### src/rtl/tiff_stream_reader.sv
// tiff_stream_reader: parses an uncompressed big-endian RGB TIFF byte stream,
// recovers image size and strip location, then streams 24-bit raster pixels.
module tiff_stream_reader #(
  parameter int OFF_W   = 24,
  parameter int DIM_W   = 16,
  parameter int MAX_ENT = 16
) (
  input  logic             pclk,
  input  logic             rst_n,
  input  logic             start,
  input  logic [7:0]       byte_in,
  input  logic             byte_valid,
  output logic             byte_ready,
  output logic [7:0]       r,
  output logic [7:0]       g,
  output logic [7:0]       b,
  output logic             pix_valid,
  input  logic             pix_ready,
  output logic             frame_start,
  output logic             frame_done,
  output logic [DIM_W-1:0] xdim,
  output logic [DIM_W-1:0] ydim,
  output logic             hdr_error
);
  localparam int PCW = 2 * DIM_W;      // pixel counter width
  localparam int BCW = OFF_W + DIM_W;  // width of the byte-count consistency check

  typedef enum logic [2:0] {
    S_IDLE, S_HDR, S_IFD_CNT, S_IFD_ENT, S_SKIP, S_PIXEL, S_ERR
  } state_t;

  state_t           state_q, state_d;
  logic [OFF_W-1:0] off_q, off_d;
  logic [3:0]       bcnt_q, bcnt_d;
  logic [23:0]      sh_q, sh_d;
  logic [31:0]      ptr_q, ptr_d;
  logic [15:0]      nent_q, nent_d, ent_q, ent_d;
  logic [15:0]      tag_q, tag_d, typ_q, typ_d;
  logic [31:0]      lx_q, lx_d, ly_q, ly_d, lcomp_q, lcomp_d;
  logic [31:0]      lstrip_q, lstrip_d, lspp_q, lspp_d, lbc_q, lbc_d;
  logic [DIM_W-1:0] xd_q, xd_d, yd_q, yd_d;
  logic [1:0]       pidx_q, pidx_d;
  logic [7:0]       rb_q, rb_d, gb_q, gb_d;
  logic [7:0]       r_q, r_d, g_q, g_d, b_q, b_d;
  logic             pv_q, pv_d, fs_q, fs_d, err_q, err_d;
  logic [PCW-1:0]   ld_q, ld_d, tk_q, tk_d;

  logic             accept, take, go_err, hdr_ok, last_byte;
  logic [31:0]      off_nx, word, val;
  logic [15:0]      half;
  logic [7:0]       magic;
  logic [PCW-1:0]   total;
  logic [BCW-1:0]   need_bc;

  assign total     = PCW'(xd_q) * PCW'(yd_q);
  assign off_nx    = 32'(off_q) + 32'd1;     // offset after the byte now being accepted
  assign word      = {sh_q, byte_in};
  assign half      = {sh_q[7:0], byte_in};
  assign accept    = byte_valid && byte_ready;
  assign take      = pv_q && pix_ready && (state_q == S_PIXEL) && !start;
  assign frame_done = take && (tk_q == total - PCW'(1));
  assign last_byte = (state_q == S_PIXEL) && (pidx_q == 2'd2) && (ld_q == total - PCW'(1));

  assign r           = r_q;
  assign g           = g_q;
  assign b           = b_q;
  assign pix_valid   = pv_q;
  assign frame_start = fs_q;
  assign xdim        = xd_q;
  assign ydim        = yd_q;
  assign hdr_error   = err_q;

  // Byte acceptance: parse states always take bytes; pixel state is throttled by the output slot.
  always_comb begin
    byte_ready = 1'b0;
    case (state_q)
      S_HDR, S_IFD_CNT, S_IFD_ENT, S_SKIP: byte_ready = !start;
      S_PIXEL: byte_ready = !start && (ld_q != total) && (!pv_q || pix_ready);
      default: byte_ready = 1'b0;
    endcase
  end

  // Expected "MM\0*" magic byte for header offsets 0..3.
  always_comb begin
    case (off_q[1:0])
      2'd2:    magic = 8'h00;
      2'd3:    magic = 8'h2A;
      default: magic = 8'h4D;
    endcase
  end

  // Next-state and datapath: header/IFD parsing, strip skip, pixel assembly.
  always_comb begin
    state_d = state_q;   off_d = off_q;     bcnt_d = bcnt_q;   sh_d = sh_q;
    ptr_d = ptr_q;       nent_d = nent_q;   ent_d = ent_q;     tag_d = tag_q;
    typ_d = typ_q;       lx_d = lx_q;       ly_d = ly_q;       lcomp_d = lcomp_q;
    lstrip_d = lstrip_q; lspp_d = lspp_q;   lbc_d = lbc_q;     xd_d = xd_q;
    yd_d = yd_q;         pidx_d = pidx_q;   rb_d = rb_q;       gb_d = gb_q;
    r_d = r_q;           g_d = g_q;         b_d = b_q;         pv_d = pv_q;
    err_d = err_q;       ld_d = ld_q;       tk_d = tk_q;
    fs_d = 1'b0;
    go_err = 1'b0;
    hdr_ok = 1'b0;
    val = 32'd0;
    need_bc = '0;
    if (start) begin
      state_d = S_HDR;  off_d = '0;     bcnt_d = '0;    ptr_d = '0;
      lx_d = '0;        ly_d = '0;      lcomp_d = '0;   lstrip_d = '0;
      lspp_d = '0;      lbc_d = '0;     xd_d = '0;      yd_d = '0;
      pv_d = 1'b0;      err_d = 1'b0;   pidx_d = '0;    ld_d = '0;
      tk_d = '0;
    end else begin
      if (take) begin
        pv_d = 1'b0;
        tk_d = tk_q + PCW'(1);
      end
      if (accept) begin
        off_d = off_q + OFF_W'(1);
        sh_d  = {sh_q[15:0], byte_in};
      end
      case (state_q)
        S_HDR: if (accept) begin
          if (off_q < OFF_W'(4)) begin
            if (byte_in != magic) go_err = 1'b1;
          end else if (off_q == OFF_W'(7)) begin
            ptr_d = word;
            if (word < 32'd8) go_err = 1'b1;
            else if (word == 32'd8) state_d = S_IFD_CNT;
          end else if (off_q > OFF_W'(7) && off_nx == ptr_q) begin
            state_d = S_IFD_CNT;
          end
        end
        S_IFD_CNT: if (accept) begin
          bcnt_d = bcnt_q + 4'd1;
          if (bcnt_q == 4'd1) begin
            bcnt_d = 4'd0;
            if (half == 16'd0 || 32'(half) > 32'(MAX_ENT)) go_err = 1'b1;
            else begin
              nent_d  = half;
              ent_d   = 16'd0;
              state_d = S_IFD_ENT;
            end
          end
        end
        S_IFD_ENT: if (accept) begin
          bcnt_d = bcnt_q + 4'd1;
          if (bcnt_q == 4'd1) tag_d = half;
          if (bcnt_q == 4'd3) typ_d = half;
          if (bcnt_q == 4'd11) begin
            bcnt_d = 4'd0;
            ent_d  = ent_q + 16'd1;
            // SHORT values sit in the first two bytes of the value field.
            val = (typ_q == 16'd3) ? {16'd0, word[31:16]} : word;
            if (typ_q == 16'd3 || typ_q == 16'd4) begin
              case (tag_q)
                16'h0100: lx_d     = val;
                16'h0101: ly_d     = val;
                16'h0103: lcomp_d  = val;
                16'h0111: lstrip_d = val;
                16'h0115: lspp_d   = val;
                16'h0117: lbc_d    = val;
                default:  ;
              endcase
            end
            if (ent_q == nent_q - 16'd1) begin
              need_bc = BCW'(lx_d[DIM_W-1:0]) * BCW'(ly_d[DIM_W-1:0]) * BCW'(3);
              hdr_ok = (lx_d != 32'd0) && (ly_d != 32'd0) &&
                       ((lx_d >> DIM_W) == 32'd0) && ((ly_d >> DIM_W) == 32'd0) &&
                       (lcomp_d == 32'd1) && (lspp_d == 32'd3) &&
                       (BCW'(lbc_d) == need_bc) && (lstrip_d >= off_nx);
              if (!hdr_ok) go_err = 1'b1;
              else begin
                xd_d    = lx_d[DIM_W-1:0];
                yd_d    = ly_d[DIM_W-1:0];
                pidx_d  = 2'd0;
                ld_d    = '0;
                tk_d    = '0;
                state_d = (lstrip_d == off_nx) ? S_PIXEL : S_SKIP;
              end
            end
          end
        end
        S_SKIP: if (accept && off_nx == lstrip_q) state_d = S_PIXEL;
        S_PIXEL: begin
          if (accept) begin
            pidx_d = pidx_q + 2'd1;
            case (pidx_q)
              2'd0: rb_d = byte_in;
              2'd1: gb_d = byte_in;
              default: begin
                pidx_d = 2'd0;
                r_d    = rb_q;
                g_d    = gb_q;
                b_d    = byte_in;
                pv_d   = 1'b1;
                fs_d   = (ld_q == '0);
                ld_d   = ld_q + PCW'(1);
              end
            endcase
          end
          if (frame_done) state_d = S_IDLE;
        end
        default: ;
      endcase
      // The offset counter may only hit its top value on the very last strip byte.
      if (accept && (&off_q) && !last_byte) go_err = 1'b1;
      if (go_err) begin
        state_d = S_ERR;
        err_d   = 1'b1;
        pv_d    = 1'b0;
      end
    end
  end

  // State and datapath registers.
  always_ff @(posedge pclk or negedge rst_n) begin
    if (!rst_n) begin
      state_q <= S_IDLE; off_q <= '0;   bcnt_q <= '0;   sh_q <= '0;
      ptr_q <= '0;       nent_q <= '0;  ent_q <= '0;    tag_q <= '0;
      typ_q <= '0;       lx_q <= '0;    ly_q <= '0;     lcomp_q <= '0;
      lstrip_q <= '0;    lspp_q <= '0;  lbc_q <= '0;    xd_q <= '0;
      yd_q <= '0;        pidx_q <= '0;  rb_q <= '0;     gb_q <= '0;
      r_q <= '0;         g_q <= '0;     b_q <= '0;      pv_q <= 1'b0;
      fs_q <= 1'b0;      err_q <= 1'b0; ld_q <= '0;     tk_q <= '0;
    end else begin
      state_q <= state_d;   off_q <= off_d;   bcnt_q <= bcnt_d;   sh_q <= sh_d;
      ptr_q <= ptr_d;       nent_q <= nent_d; ent_q <= ent_d;     tag_q <= tag_d;
      typ_q <= typ_d;       lx_q <= lx_d;     ly_q <= ly_d;       lcomp_q <= lcomp_d;
      lstrip_q <= lstrip_d; lspp_q <= lspp_d; lbc_q <= lbc_d;     xd_q <= xd_d;
      yd_q <= yd_d;         pidx_q <= pidx_d; rb_q <= rb_d;       gb_q <= gb_d;
      r_q <= r_d;           g_q <= g_d;       b_q <= b_d;         pv_q <= pv_d;
      fs_q <= fs_d;         err_q <= err_d;   ld_q <= ld_d;       tk_q <= tk_d;
    end
  end
endmodule

### config.mk
export PLATFORM = sky130hd
export DESIGN_NAME = tiff_stream_reader
export DESIGN_NICKNAME = d
export VERILOG_FILES = /design/src/rtl/tiff_stream_reader.sv
export SDC_FILE = /design/constraint.sdc
export NUM_CORES = 2
export LEC_CHECK = 0
export ABC_CLOCK_PERIOD_IN_PS = 34900
export CORE_AREA = 2 2 370 372
export CTS_CLUSTER_DIAMETER = 40
export DETAILED_ROUTE_END_ITERATION = 6
export DIE_AREA = 0 0 372 374
export PLACE_DENSITY = 0.53
export SLEW_MARGIN = 30
export SYNTH_ARGS = -nofsm -noshare
export SYNTH_HDL_FRONTEND = slang
export SYNTH_SLANG_ARGS = --single-unit
### constraint.sdc
create_clock -name pclk -period 34.9 [get_ports pclk]
set_input_delay 6.98 -clock pclk [delete_from_list [all_inputs] [get_ports pclk]]
set_output_delay 6.98 -clock pclk [all_outputs]
set_load 0.01 [all_outputs]
==> metrics.txt <==
outcome=finished clean; top achievable clock speed=slightly above 0.05 GHz; Die Y=approximately 370 um; number of global-route vias before repair=around 39000; total CTS buffers=approximately 90; routability cong.=0.9371; Leakage=roughly 23 nW; FF-to-FF path depth=just over 40; Hold Violations, Final=0; full die area=between 0.1 and 0.15 mm2; CP startpoint kind=primary input; MaxCap Viol Count=0; hpwl dp=roughly 110 mm; Crit path top cell by count=fa_1; share of cells above drive strength 1=about 8.3%; nets@finish=6058; Total Wirelength=between 100 and 150 mm; Mapped Cells=5411; Post-synth ARST share=100.0%; Slew Limit Fails=0; drt drc=0; Worst-Margin Slew=1.027 ns; Arr. time, crit path=between 20 and 25 ns; synth unique cells=about 110; first-pass GRT wire length=237.2 mm; Final Skew=0.04077 ns; largest net degree at the start of global routing=around 110; Synth area leaders=dfrtp_1 26%, fa_1 17%, ha_1 7.4%, nand2_1 4.6%, inv_1 4.2%; synthesized area=approximately 0.047 mm2; RSZ-0062 raised after global routing=false; Post-synth top flop=dfrtp_1; Crit Path Class=primary input to flop; port buffer count=73; drt wl/cell=between 20 and 25 um; core area=0.1350 mm2; CP max stage delay=a little over 1 ns; initial antenna violation count=5; clk_lat worst skew=roughly 0.66 ns; Num Clock Sinks=roughly 480; #FFs+latches synth=about 480; VDD IR-drop max=~0.000098 V; Worst setup EP type=flop; Boundary Pins=74; Fillers=13710; Top Family by Delay on Critical Path=simple AND/OR/NAND/NOR gates; count of final setup violators=0; hold depth=1; number of synthesized flops with an enable pin=0; register area=around 0.012 mm2; Hold Path Origin=rb_q[1]; num rows=approximately 140; via count=around 40000; Power Density=36.34 mW/mm2; P&R area growth vs syn=12.57%; CTS H-tree depth=3; largest area contributor in the netlist=dfrtp_1; Antenna Violating Nets Remaining=0; Setup TNS Final=0 ns; Buf+Inv Stages, Crit Path=4; top-area cell type share of the netlist area=between 20% and 30%; DR iter-0 viols=just over 3000; crit path max fanout=60; sequential area share after synthesis=25.74%; Rel. slew slack=30.80%; worst hold path type=flop to flop; CTS Hold Bufs=0; DP Worst Slack=between 10 and 15 ns; Setup Buffers After CTS=0; Slowest cell on crit path=clkdlybuf4s50_1; CTS tree=yes; syn_nets=a little over 6000; Crit path required time=between 30 and 40 ns; syn avg cell area=approximately 8.7 um2; Resized cells post-CTS=0; initial core utilization=34.87%; die extent in x=between 300 and 400 um; minimum clock period=roughly 20 ns; Worst Slack Setup Final=around 15 ns; synth warn=0; total track usage=21.72%; multi-input logic area=between 0.03 and 0.04 mm2; Max Buffers Root-to-Sink=3; CTS root buf=clkbuf_16; fraction of the cycle the final worst path needs=between 50% and 60%; stages on the worst setup path=40; CP startpoint=byte_in[5]; FF-to-FF Start=typ_q[2]; Via-to-Cell Ratio=5.400; DR pass1 iterations=6; grt total ovfl=0; clock slew at reported path FFs=around 0.05 ns
## sequential cells by signal, indices dropped and copies added, names as in the netlist, 8 cells and up
signal,cells
lbc_q,32
lcomp_q,32
ld_q,32
lspp_q,32
lstrip_q,32
lx_q,32
ly_q,32
ptr_q,32
tk_q,32
off_q,24
sh_q,24
ent_q,16
nent_q,16
tag_q,16
typ_q,16
xdim,16
ydim,16
b,8
g,8
gb_q,8
r,8
rb_q,8
## final cells by class
| cell class | instances | area share (%) |
|---|---|---|
| multi-input combinational | 4096 | 60.23 |
| sequential | 484 | 22.86 |
| clock buffer | 106 | 4.599 |
| tap | 1781 | 4.207 |
| inverter | 527 | 3.744 |
| timing repair buffer | 178 | 2.943 |
| clock inverter | 63 | 1.403 |
| antenna | 1 | 0.004724 |
## worst register-to-register path, delay by kind of cell, from the launching register on
| family | cells | cell delay (ns) |
|---|---|---|
| adder cells (fa/ha/maj) | 8 | 3.70 |
| flip-flops | 1 | 0.40 |
| AO/OA/AOI/OAI | 11 | 3.88 |
| AND/OR/NAND/NOR | 17 | 5.63 |
| XOR/XNOR | 1 | 0.26 |
| buffers and inverters | 4 | 1.00 |
## metrics by stage
| stage | util (%) | std cells | hold slack (ns) | instance area (um2) | total power, mW |
|---|---|---|---|---|---|
| floorplan | - | 5411 | 0.4693 | 47060 | 0.8270 |
| global placement | 36.83 | 7064 | 0.4851 | 49710 | 1.011 |
| detailed placement | 36.85 | 7065 | 0.4890 | 49740 | 1.013 |
| CTS | 39.21 | 7234 | 0.5009 | 52920 | 1.930 |
| global route | 39.25 | 7235 | 0.5085 | 52970 | 1.987 |
| finish | 39.25 | 7236 | 0.4973 | 52970 | 1.925 |
## layout by cell type (no fill, tap or decap), types with 41 or more instances in the layout
master,n
nand2_1,573
inv_1,525
dfrtp_1,484
fa_1,389
o21ai_0,379
nor2_1,327
and2_1,282
ha_1,277
nand3_1,273
a21oi_1,200
xnor2_1,195
xor2_1,142
buf_4,101
mux2_2,99
clkbuf_16,93
nor3_1,80
nor4_1,79
clkdlybuf4s50_1,71
nand4_1,67
or3_1,67
and3_1,52
a21o_1,50
o21a_1,41
## synthesized netlist by cell type, drive strengths merged, types with 52 or more instances
master,number
nand3,275
nand2,578
nor2,329
xor2,143
fa,389
mux2,100
and3,52
nor3,82
and2,283
nor4,84
xnor2,195
inv,526
o21ai,407
clkbuf,258
or3,68
ha,277
dfrtp,484
a21oi,202
nand4,68
## metal layers
metal,track usage [%],part of all wire (%)
met1,30.68,46
met5,0,0.017
met2,34.85,46
met3,2.899,5.1
met4,5.630,2.6
## logic make-up (layout without fill, tap and decap cells)
group                    Yosys count  after routing  share of synthesized area (%)
AO/OA/AOI/OAI                    960            960                          12.67
XOR/XNOR                         345            345                          6.645
adder cells (fa/ha/maj)          666            666                          23.91
buffers and inverters            831            874                          6.671
flip-flops                       484            484                          25.74
multiplexers                     131            131                          3.060
other                              0              1                              0
AND/OR/NAND/NOR                 1994           1994                          21.30
## power by group
| group | switching [mW] | internal [mW] | leakage [nW] |
|---|---|---|---|
| sequential | 0.0673 | 0.599 | 6.67 |
| clock | 0.336 | 0.577 | 1.53 |
| combinational | 0.245 | 0.101 | 15.2 |
| total | 0.648 | 1.28 | 23.4 |
## worst paths after layout
kind	slack, ns	endpoint
worst min register to register	0.50	r[1]
min in group asynchronous	6.17	ent_q[15]
worst max-delay path	15.01	ld_q[18]
max in group asynchronous	26.33	ld_q[19]
worst max register to register	19.93	ld_q[18]
worst min-delay path	0.50	r[1]
No activity file was read; power rests on OpenSTA's default activity.
